--- src/rtl/ptr_gen.sv ---
// FIFO pointer generator: binary/Gray pointer, remote pointer synchronizer and level.
// Define PTR_GEN_ERR_EN to enable the sticky req-while-blocked error flag.
module ptr_gen #(
  parameter int STATE       = 0,
  parameter int ADDR_WIDTH  = 8,
  parameter int SYNC_STAGES = 2
) (
  input  logic                  clk,
  input  logic                  rst,
  input  logic                  req,
  input  logic                  flag,
  input  logic [ADDR_WIDTH-1:0] ptr_remote,
  output logic                  ack,
  output logic [ADDR_WIDTH-2:0] addr_mem,
  output logic [ADDR_WIDTH-1:0] addr_gray,
  output logic [ADDR_WIDTH-1:0] ptr_remote_sync,
  output logic [ADDR_WIDTH-1:0] level,
  output logic                  err
);

  function automatic logic [ADDR_WIDTH-1:0] gray2bin(input logic [ADDR_WIDTH-1:0] g);
    logic [ADDR_WIDTH-1:0] b;
    b = '0;
    b[ADDR_WIDTH-1] = g[ADDR_WIDTH-1];
    for (int i = ADDR_WIDTH - 2; i >= 0; i--) begin
      b[i] = b[i+1] ^ g[i];
    end
    return b;
  endfunction

  logic [ADDR_WIDTH-1:0] r_bin;
  logic [ADDR_WIDTH-1:0] r_gray;
  logic [ADDR_WIDTH-1:0] r_level;
  logic [ADDR_WIDTH-1:0] r_sync [SYNC_STAGES];
  logic [ADDR_WIDTH-1:0] w_bin_next;
  logic [ADDR_WIDTH-1:0] w_rbin;
  logic                  w_ack;

  // Flag wins over req; reset masks the request combinationally.
  assign w_ack      = req & ~flag & ~rst;
  assign w_bin_next = r_bin + {{(ADDR_WIDTH-1){1'b0}}, w_ack};
  assign w_rbin     = gray2bin(r_sync[SYNC_STAGES-1]);

  always_ff @(posedge clk) begin
    if (rst) begin
      r_bin  <= '0;
      r_gray <= '0;
    end else begin
      r_bin  <= w_bin_next;
      r_gray <= w_bin_next ^ (w_bin_next >> 1);
    end
  end

  always_ff @(posedge clk) begin
    if (rst) begin
      for (int i = 0; i < SYNC_STAGES; i++) r_sync[i] <= '0;
    end else begin
      r_sync[0] <= ptr_remote;
      for (int i = 1; i < SYNC_STAGES; i++) r_sync[i] <= r_sync[i-1];
    end
  end

  // Write side reports occupancy, read side reports data available.
  always_ff @(posedge clk) begin
    if (rst) begin
      r_level <= '0;
    end else if (STATE == 1) begin
      r_level <= r_bin - w_rbin;
    end else begin
      r_level <= w_rbin - r_bin;
    end
  end

`ifdef PTR_GEN_ERR_EN
  logic r_err;

  always_ff @(posedge clk) begin
    if (rst) begin
      r_err <= 1'b0;
    end else if (req & flag) begin
      r_err <= 1'b1;
    end
  end

  assign err = r_err;
`else
  assign err = 1'b0;
`endif

  assign ack             = w_ack;
  assign addr_mem        = r_bin[ADDR_WIDTH-2:0];
  assign addr_gray       = r_gray;
  assign ptr_remote_sync = r_sync[SYNC_STAGES-1];
  assign level           = r_level;

endmodule
--- config.mk ---
export PLATFORM = sky130hd
export DESIGN_NAME = ptr_gen
export DESIGN_NICKNAME = d
export VERILOG_FILES = /design/src/rtl/ptr_gen.sv
export SDC_FILE = /design/constraint.sdc
export NUM_CORES = 1
export LEC_CHECK = 0
export ABC_AREA = 0
export BUFFER_PORTS_ARGS = -buffer_cell sky130_fd_sc_hd__buf_2
export CAP_MARGIN = 5
export CORE_AREA = 2 2 76 71
export CTS_BUF_LIST = sky130_fd_sc_hd__clkbuf_8
export DETAILED_ROUTE_END_ITERATION = 10
export DIE_AREA = 0 0 78 73
export SYNTH_ARGS = -nofsm -noshare
export SYNTH_HDL_FRONTEND = slang
export SYNTH_SLANG_ARGS = --single-unit
--- constraint.sdc ---
create_clock -name clk -period 5.2 [get_ports clk]
set_input_delay 0.26 -clock clk [delete_from_list [all_inputs] [get_ports clk]]
set_output_delay 0.26 -clock clk [all_outputs]
set_load 0.01 [all_outputs]
; Yosys cells after proc, flatten, opt, wreduce, memory -nomap -nowiden
; Memory sizes are Yosys's and may differ from the RTL's.
; Cells that the tools add are included.
[op_classes]
n_addsub = 2
muxes = 5
bitwise = 14
[ops]
columns = op, count
row1 = 2-to-1 mux 8 bit, 2
row2 = adder 8 x 1 -> 8 bit, 1
row3 = subtractor 8 bit, 1
row4 = bitwise XOR 8 x 7 -> 8 bit, 1
row5 = bitwise XOR 1 bit, 7
row6 = 2-to-1 mux 1 bit, 3
row7 = AND 1 bit, 2
row8 = NOT 1 bit, 2
row9 = OR 1 bit, 2
[totals]
regBits = 24
ramBits = 16
inputBits = 12
output_inout_bits = 33
wordCells = 25
memories = 1
[mem_list]
columns = name, depth, width, read_ports, rd_clocked_by_memory_dff, wr, line_no
row1 = r_sync, 2, 8, 2, 0, 2, 34  ; logic [ADDR_WIDTH-1:0] r_sync [SYNC_STAGES];

; Depth between registers and ports, before layout
; An unclocked memory read counts as a cell.
[depth]
ltp_word = 9
ltp_mapped = 12
depth_no_buf = 12

; Least setup slack after synthesis
; No wires, ideal clock.
[synth_timing]
path_type = register to register
from = mem r_sync[1][7], in the netlist r_sync[0][15]
to = reg r_level[6], in the netlist level[6]
setup_ns = 0.124
arrival_ns = 2.479
t_required_ns = 5.076
path_slack_ns = 2.598
path_stages_with_launch = 13
n_path_buf = 0
synth_period_minus_slack_ns = 2.602
path_cell_list = dfxtp_1 > xor2_2 > xor2_2 > xnor2_2 > xnor2_2 > xnor2_1 > ha_1 > fa_1 > nor2b_1 > o21a_1 > o21a_1 > mux2i_1 > nand3_1
[synth_lines]
columns = item, line_no
row1 = "start, declared", 34
row2 = "end signal, assigned", 68  ; r_level <= r_bin - w_rbin;
row3 = "end signal, assigned", 70  ; r_level <= w_rbin - r_bin;
row4 = "end, declared", 33  ; logic [ADDR_WIDTH-1:0] r_level;

==> results.yml <==
clocking:
  cts_buffers: 5
  worstSkewPairLatency_ns: 0.28
  cts_tree: "yes"
  post_cts_resized: 0
  cts_hold_buf: 0
  htreeDepth: 2
  cts.reportedPaths.clkPinSlew_ns: 0.07
  clock_sinks: 39
  postCtsSetupBuffers: 0
  cts_max_path_buffers: 2
  cts_root_buffer: "clkbuf_8"
placed_design:
  dp.cells: 269
  dp_hpwl_mm: 2.10
  place_ws_ns: 2.33
  finalWeightedCongestion: 0.811
  portBuffers: 43
  place_area_um2: 1960
setup_path:
  end_kind: "flop"
  crit_arrival_ns: 3.01
  timing.critical_path.cells: "xor2_2, xor2_2, xnor2_2, xnor2_2, xnor2_1, ha_1, fa_1, nor2b_1, o21a_1, o21a_1, mux2i_1, nand3_1"
  cp_num_buf_inv: 0
  crit_type: "flop to flop"
  critPathTopFamily: "XOR/XNOR gates"
  cpPeakStageDelay_ns: 0.42
  cp-start-kind: "flop"
  cpMaxStageDelayCell: "dfxtp_1"
  crit_fanout: 4
  crit_required_ns: 5.37
yosys:
  synth-warning-count: 0
  yosysSeqAreaShare_pct: 44.4
  synthMuxAreaShare_pct: 0.569
  syn-cell-area_um2: 1760
  yosys.area_share.simple_pct: 18.6
  synth_xor_area_share_pct: 15.7
  synth-seq-cells: 39
  synth-compound-area-share_pct: 5.84
  synth_top_area_share_pct: 44.4
  ys_types: 32
  synth_area_leaders: "dfxtp_1, xnor2_1, nor2b_1"
  synth_area_leader_cell: "dfxtp_1"
  syn_avg_cell_area_um2: 10.0
  syn-num-nets: 197
  synth_cells: 175
  synth_top_family_by_area: "simple AND/OR/NAND/NOR gates"
  synth_fa_ha_area_share_pct: 7.54
floorplanning:
  die_h_um: 73
  initial_core_util_pct: 35.1
  die-width_um: 78
  io_pins: 45
  row_count: 25
  die-area_um2: 5690
  core_area_um2: 5000
power:
  pwr-share-seq_pct: 50.3
  total_power_uw: 647
  peakVddDrop_uv: 143
  p_int_uw: 475
  clock_power_share_pct: 29.2
  power_density_nw_per_um2: 316
  p_comb_share_pct: 20.4
  swShare_pct: 26.6
  p_sw_uw: 172
  power.leakage_nw: 0.919
cells_and_area:
  area_growth_pct: 16.4
  diodes: 0
  utilization_pct: 40.9
  fin_nets: 231
  drive_above_1_share_pct: 26.7
  fillers: 536
  layout_commonest_cell: "buf_2"
  final_area_um2: 2050
  instances_no_fill: 277
  final_cell_mix: "buf_2, dfxtp_1, nor2b_1, nor2_1, xnor2_1"
routing:
  vias: 1128
  wl_met1_mm: 1.41
  drcViolationCount: 0
  detail_route.iter0.violations: 33
  route.met3.wl_um: 185
  dr.max_layer_used: "met4"
  drtPass1Iterations: 4
  ant_nets: 0
  wl_per_cell_um: 10.2
  vias_per_cell: 4.07
  wl_met2_mm: 1.17
  wl_mm: 2.82
timing:
  setup_viol: 0
  post-route-period-util_pct: 54.6
  fin_skew_ns: 0.00235
  fin_tns_setup_ns: 0
  drv_slew: 0
  finalHoldViolations: 0
  rsz0062_at_grt: "false"
  relSlewSlack_pct: 49.0
  timing.final.ws_setup_ns: 2.36
  max_freq_mhz: 352
  holdWs_ns: 0.180
  tightestPinTransition_ns: 0.765
  period_minus_slack_ns: 2.84
run:
  cap_violations: 0
global_route:
  antenna_found_initial: 0
  grt_pass1_wl_mm: 4.62
  grt_use_total_pct: 10.6
  grt_overflow_total: 0
  grt_max_degree: 45
  grt_pass1_vias: 1014
run_status:
  status: "completed"
worst_hold_path:
  hold_class: "primary input to flop"
state kept, by name, summed over array words and instances, names as in the netlist:
name / count
r_sync: 16
level: 8
r_bin: 8
addr_gray: 7
cells in the mapped netlist:
library cell,instances
nand4bb_1,1
nor2_1,17
xnor2_1,16
nor3_1,5
nor2b_1,22
inv_1,8
nor3b_1,2
ha_1,9
or3_1,1
xor2_1,5
mux2i_1,1
o32ai_1,1
clkbuf_1,7
a21oi_1,3
fa_1,1
xnor2_2,2
and2_1,1
o21ai_0,2
nand3_1,4
nor4b_1,2
nand4_1,1
xnor2_4,1
conb_1,1
a211oi_1,1
o21a_1,7
o31a_1,1
and4_1,1
dfxtp_1,39
xor2_2,2
nand2_1,1
nand2b_1,1
buf_4,9
final timing paths:
| check | start | cells past startpoint | end | slack [ns] |
|---|---|---|---|---|
| setup / recovery | r_sync[0][15] | 12 | level[6] | 2.36 |
| hold / removal | ptr_remote[7] | 2 | r_sync[0][7] | 0.18 |
| setup reg to reg | r_sync[0][15] | 12 | level[6] | 2.36 |
| hold reg to reg | r_sync[0][1] | 1 | r_sync[0][9] | 0.44 |
area by class of cell:
class                           count  area (µm²)  area share, %
Sequential cell                    39         781           38.1
Timing Repair Buffer               43         215           10.5
Tap cell                           67        83.8           4.10
Clock inverter                      3        15.0          0.733
Multi-Input combinational cell    112         853           41.7
Inverter                            8        30.0           1.47
Clock buffer                        5        68.8           3.36
worst reg2reg max path, stage by stage, from the launching register on:
cell and delay (ns):
dfxtp_1 0.42, xor2_2 0.30, xor2_2 0.13, xnor2_2 0.26, xnor2_2 0.17, xnor2_1 0.09
ha_1 0.21, fa_1 0.41, nor2b_1 0.17, o21a_1 0.15, o21a_1 0.16, mux2i_1 0.18
nand3_1 0.07
per-layer routing:
layer | global-route usage, % | vias to the layer above
li1 | - | 623
met1 | 13.8 | 469
met2 | 15.5 | 30
met3 | 4.08 | 6
met4 | 5.26 | 0
met5 | 0 | -
power by group through the flow:
stage          Sequential, mW  Combinational [mW]  Clock, mW
2_1_floorplan           0.340              0.0946          0
3_3_place_gp            0.333               0.133          0
3_5_place_dp            0.333               0.133          0
4_1_cts                 0.326               0.134      0.199
5_1_grt                 0.328               0.149      0.213
6_report                0.326               0.132      0.189
logic make-up (layout without fill, tap and decap cells):
| kind of cell | after synthesis | in the layout |
|---|---|---|
| buf+inv | 24 | 59 |
| xor+xnor | 26 | 26 |
| other cells | 1 | 1 |
| compound gates | 15 | 15 |
| simple gates | 59 | 59 |
| mux | 1 | 1 |
| flops | 39 | 39 |
| fa+ha+maj | 10 | 10 |
Power figures use the tool's default switching activity.
